## src/rtl/addr_gen_wr_hc.sv

```systemverilog
// Write address generator for the H/C state memories: zero-fills the t=-1 slot,
// then issues one write per accepted result beat per channel.
module addr_gen_wr_hc #(
  parameter int ADDR_WIDTH = 12,
  parameter int TIMESTEP   = 7,
  parameter int NUM_CELL   = 53
) (
  input  logic                  clk,
  input  logic                  rst,
  input  logic                  en,
  input  logic                  i_valid_c,
  input  logic                  i_valid_h,
  output logic                  o_ready,
  output logic                  o_we_c,
  output logic                  o_we_h,
  output logic [ADDR_WIDTH-1:0] o_addr_c,
  output logic [ADDR_WIDTH-1:0] o_addr_h,
  output logic                  o_zero,
  output logic                  o_step_done,
  output logic                  o_done,
  output logic                  o_err
);
  localparam int LAST = NUM_CELL * (TIMESTEP + 1) - 1;
  localparam logic [ADDR_WIDTH-1:0] LAST_A = ADDR_WIDTH'(LAST);
  localparam logic [ADDR_WIDTH-1:0] END_A  = ADDR_WIDTH'(LAST + 1);
  localparam logic [ADDR_WIDTH-1:0] NC_A   = ADDR_WIDTH'(NUM_CELL);
  localparam logic [ADDR_WIDTH-1:0] NC1_A  = ADDR_WIDTH'(NUM_CELL - 1);
  localparam logic [ADDR_WIDTH-1:0] ONE    = ADDR_WIDTH'(1);

  typedef enum logic [1:0] {IDLE, INIT, RUN, DONE} state_t;

  state_t                state, state_d;
  logic [ADDR_WIDTH-1:0] zcnt, zcnt_d, cnt_c, cnt_c_d, cnt_h, cnt_h_d, hcell, hcell_d;
  logic [ADDR_WIDTH-1:0] addr_c_d, addr_h_d;
  logic                  we_c_d, we_h_d, zero_d, step_d, ready_d, done_d, err_d;
  logic                  acc_c, acc_h;

  always_ff @(posedge clk or posedge rst) begin
    if (rst) begin
      state       <= IDLE;
      zcnt        <= '0;
      cnt_c       <= '0;
      cnt_h       <= '0;
      hcell       <= '0;
      o_we_c      <= 1'b0;
      o_we_h      <= 1'b0;
      o_addr_c    <= '0;
      o_addr_h    <= '0;
      o_zero      <= 1'b0;
      o_step_done <= 1'b0;
      o_ready     <= 1'b0;
      o_done      <= 1'b0;
      o_err       <= 1'b0;
    end else begin
      state       <= state_d;
      zcnt        <= zcnt_d;
      cnt_c       <= cnt_c_d;
      cnt_h       <= cnt_h_d;
      hcell       <= hcell_d;
      o_we_c      <= we_c_d;
      o_we_h      <= we_h_d;
      o_addr_c    <= addr_c_d;
      o_addr_h    <= addr_h_d;
      o_zero      <= zero_d;
      o_step_done <= step_d;
      o_ready     <= ready_d;
      o_done      <= done_d;
      o_err       <= err_d;
    end
  end

  always_comb begin
    state_d  = state;
    zcnt_d   = zcnt;
    cnt_c_d  = cnt_c;
    cnt_h_d  = cnt_h;
    hcell_d  = hcell;
    we_c_d   = 1'b0;
    we_h_d   = 1'b0;
    addr_c_d = o_addr_c;
    addr_h_d = o_addr_h;
    zero_d   = 1'b0;
    step_d   = 1'b0;
    ready_d  = 1'b0;
    done_d   = 1'b0;
    err_d    = o_err;
    acc_c    = 1'b0;
    acc_h    = 1'b0;
    case (state)
      IDLE: begin
        addr_c_d = '0;
        addr_h_d = '0;
        if (en) begin
          state_d = INIT;
          zcnt_d  = '0;
        end
      end
      INIT: begin
        we_c_d   = 1'b1;
        we_h_d   = 1'b1;
        zero_d   = 1'b1;
        addr_c_d = zcnt;
        addr_h_d = zcnt;
        zcnt_d   = zcnt + ONE;
        if (i_valid_c || i_valid_h) err_d = 1'b1;
        if (zcnt == NC1_A) begin
          state_d = RUN;
          cnt_c_d = NC_A;
          cnt_h_d = NC_A;
          hcell_d = '0;
          ready_d = 1'b1;
        end
      end
      RUN: begin
        ready_d = 1'b1;
        acc_c   = i_valid_c && (cnt_c <= LAST_A);
        // H may only write a slot whose C write has been (or is being) accepted
        acc_h   = i_valid_h && (cnt_h <= LAST_A) &&
                  ({1'b0, cnt_h} < ({1'b0, cnt_c} + {{ADDR_WIDTH{1'b0}}, acc_c}));
        if (i_valid_c && !acc_c) err_d = 1'b1;
        if (i_valid_h && !acc_h) err_d = 1'b1;
        if (acc_c) begin
          we_c_d   = 1'b1;
          addr_c_d = cnt_c;
          cnt_c_d  = cnt_c + ONE;
        end
        if (acc_h) begin
          we_h_d   = 1'b1;
          addr_h_d = cnt_h;
          cnt_h_d  = cnt_h + ONE;
          step_d   = (hcell == NC1_A);
          hcell_d  = (hcell == NC1_A) ? '0 : hcell + ONE;
        end
        if (cnt_c_d == END_A && cnt_h_d == END_A) begin
          state_d = DONE;
          ready_d = 1'b0;
          done_d  = 1'b1;
        end
      end
      DONE: begin
        done_d = 1'b1;
        if (i_valid_c || i_valid_h) err_d = 1'b1;
        if (!en) begin
          state_d  = IDLE;
          done_d   = 1'b0;
          addr_c_d = '0;
          addr_h_d = '0;
        end
      end
      default: state_d = IDLE;
    endcase
  end
endmodule

```

## config.mk

```make
export PLATFORM = sky130hd
export DESIGN_NAME = addr_gen_wr_hc
export DESIGN_NICKNAME = d
export VERILOG_FILES = /design/src/rtl/addr_gen_wr_hc.sv
export SDC_FILE = /design/constraint.sdc
export NUM_CORES = 1
export LEC_CHECK = 0
export ABC_AREA = 1
export CAP_MARGIN = 20
export CORE_MARGIN = 1.5
export CORE_UTILIZATION = 54
export DETAILED_ROUTE_END_ITERATION = 10
export GPL_TIMING_DRIVEN = 1
export PLACE_DENSITY = 0.77
export SYNTH_ARGS = -nofsm -noshare
export SYNTH_HDL_FRONTEND = slang
export SYNTH_SLANG_ARGS = --single-unit
```

## constraint.sdc

```tcl
create_clock -name clk -period 3.9 [get_ports clk]
set_input_delay 0.78 -clock clk [delete_from_list [all_inputs] [get_ports clk]]
set_output_delay 0.78 -clock clk [all_outputs]
set_load 0.03 [all_outputs]
```

==> reports/metrics.cfg <==
[drt]
drc=0
vias=4635
firstDrtPassIters=6
routed_wl_um=13300
viasPerCell=5.79
drt_iter0_drc=357
ant_nets=0
wl_per_cell_um=16.6

[synthesis]
ys_async_sr_fraction=1.00
synth_xor_area_frac=0.0318
yosys_warnings=0
postSynthAreaPerCell_sq_um=8.05
synth_seq_area_share=0.409
synth_top_area_frac=0.409
synth-seq-cells=81
synthSimpleGateAreaFrac=0.251
syn_inst=615
synth-compound-area-share=0.122
yosysTopAreaCell=dfrtp_1
synth_top_family_by_area=simple AND/OR/NAND/NOR gates
synth.distinct_cells=50
syn-num-nets=643
synthAdderAreaFrac=0.0581
synth_edf_count=0
synth_area_sq_um=4950
ys.flop_type=dfrtp_1
synthMuxAreaShare=0.0546
synth_area_leaders=dfrtp_1, nand2_1, ha_1

[timing]
min_period_ps=3690
slew_violations=0
finalSetupViolCount=0
tightest_slew_ps=828
maxSlewHeadroom=0.448
fin_tns_setup_ps=0
fin_crit_sh=0.946
fmax_mhz=271
skew_ps=14.8
hold_viol=0

[floorplan]
die_y_um=98.8
boundaryPins=36
start_util=0.562
die_w_um=98.8
core_area_sq_um=8810
rows=34
die-area_sq_um=9750

[cells_and_area]
final_common_cell=nand2_1
syn2layout_area_growth_pct=20.7
layout-drive-gt1-share=0.188
layout_common_cells=nand2_1, dfrtp_1, inv_1
multi_input_area_sq_um=2640
layoutNonFillerInstCount=801
insertedDiodeCount=0
final_area_sq_um=5980
regArea_sq_um=2030
n_fill_cell=704
final_nets=716

[pwr]
vdd_drop_max_v=0.000458
p_leak_nw=2.82
pwr_density_cell_nw_per_um2=724

[global_routing]
overflow=0
grt_pass1_wl_um=20800
grt_pass1_vias=4278
grt_usage=0.271
antenna_found_initial=0
grt_max_degree=34

[critical_path]
slowest_delay_ps=420
reg2reg_slack_ps=210
rr_startpoint=cnt_c[5]
worst-setup-path-type=reg -> reg
crit_top_cell=nand2_1
arrival_ps=3930
start_kind=register
endpoint_kind=register
rr_endpoint=state[1]
critPathMaxFanout=7
required_ps=4140
rr_worst_depth=28
slowest_stage=dfrtp_1

[clock_network]
clockBufferDepth=2
clock_latency_ps=350
htreeDepth=3
numCtsBuffers=9
cts_tree=yes
clkSinkCount=81
cts-root-buf=clkbuf_8
clkTransAtPathRegs_ps=90

[placement]
place.gp.congestion=0.937
dp_hpwl_um=9660
io_buffers=35
dpl_cell_area_sq_um=5620
dp.cells=775

[hold_path]
worstHoldStart=o_err
hp-class=reg -> reg
holdPathEnd=o_err
hold_depth=1

[run]
drv_cap=0

[outcome]
run_status=finished clean

-- Yosys cell counts (all sizes together) (4+ instances only) --
cell type	number
nand2	142
dfrtp	81
inv	78
a21oi	54
nor2	47
nand3	40
o21ai	25
mux2	24
ha	23
nor3	23
xor2	16
o22ai	10
clkbuf	8
nand4	8
buf	7
nor3b	4
-- area by class of cell --
class                           instances  area share
Multi-Input combinational cell        441       0.441
Sequential cell                        81       0.340
Timing Repair Buffer                   76       0.113
Inverter                               79      0.0498
Clock buffer                           11      0.0237
Tap cell                              108      0.0226
Clock inverter                          5      0.0103
-- power breakdown --
part | switching, W | total, W | internal, W
registers | 0.000193 | 0.00119 | 0.00100
logic | 0.00152 | 0.00250 | 0.000978
clock network | 0.000318 | 0.000636 | 0.000319
-- worst max-delay path: cells and delay by family (launching register included) --
| kind | cells | cell delay [ps] |
|---|---|---|
| simple gates | 21 | 2080 |
| buf+inv | 3 | 290 |
| fa+ha+maj | 3 | 580 |
| flops | 1 | 420 |
| xor+xnor | 1 | 200 |
-- sequential cells by signal, summed over array words and instances (netlist names) --
signal,count
cnt_h,12
o_we_h,1
o_zero,1
o_err,1
o_step_done,1
zcnt,12
o_we_c,1
o_addr_c,12
o_ready,1
o_done,1
hcell,12
state,2
o_addr_h,12
cnt_c,12
-- stage by stage --
| step | power, W | util | setup slack (ps) | hold slack, ps |
|---|---|---|---|---|
| 2_1_floorplan | 0.00274 | - | 209 | 487 |
| 3_3_place_gp | 0.00339 | 0.638 | -304 | 477 |
| 3_5_place_dp | 0.00347 | 0.638 | -471 | 487 |
| 4_1_cts | 0.00416 | 0.663 | 19.1 | 511 |
| 5_1_grt | 0.00461 | 0.679 | -41.4 | 535 |
| 6_report | 0.00433 | 0.679 | 212 | 502 |
-- cell families (layout without fill, tap and decap cells) --
logic type | Yosys count | after routing
muxes | 24 | 24
buffers and inverters | 94 | 171
xor gates and xnor gates | 18 | 18
and+or+nand+nor | 270 | 271
DFF | 81 | 81
AOI/OAI and AO/OA | 105 | 105
adders and majority gates | 23 | 23
-- layer usage --
metal | up-vias | global-route usage | share of wire
met4 | 0 | 0.0879 | 0.018
li1 | 2178 | - | -
met1 | 2241 | 0.385 | 0.44
met2 | 194 | 0.434 | 0.47
met5 | - | 0 | 0
met3 | 22 | 0.0340 | 0.067
-- worst max-delay path by stage --
stage / from / endpoint / slack (ps) / depth (start not counted)
final: cnt_c[5] / state[1] / 210 / 28
after global routing: cnt_c[5] / state[1] / -40 / 28
after CTS: i_valid_c / state[1] / 20 / 25
after detailed placement: i_valid_c / state[1] / -470 / 25
after global placement: i_valid_c / state[0] / -300 / 22
after floorplan: i_valid_c / o_addr_h[0] / 210 / 18
-- what timing repair did --
| action | 4_1_cts | 5_1_grt |
|---|---|---|
| pin swaps | 6 | 18 |
| cloned | 0 | 1 |
| setup buffers | 0 | 9 |
| hold buffers | 0 | 0 |
| endpoints found under the setup margin | 23 | 27 |
| gates resized for setup | 3 | 20 |
No activity file was read; power rests on OpenSTA's default activity.
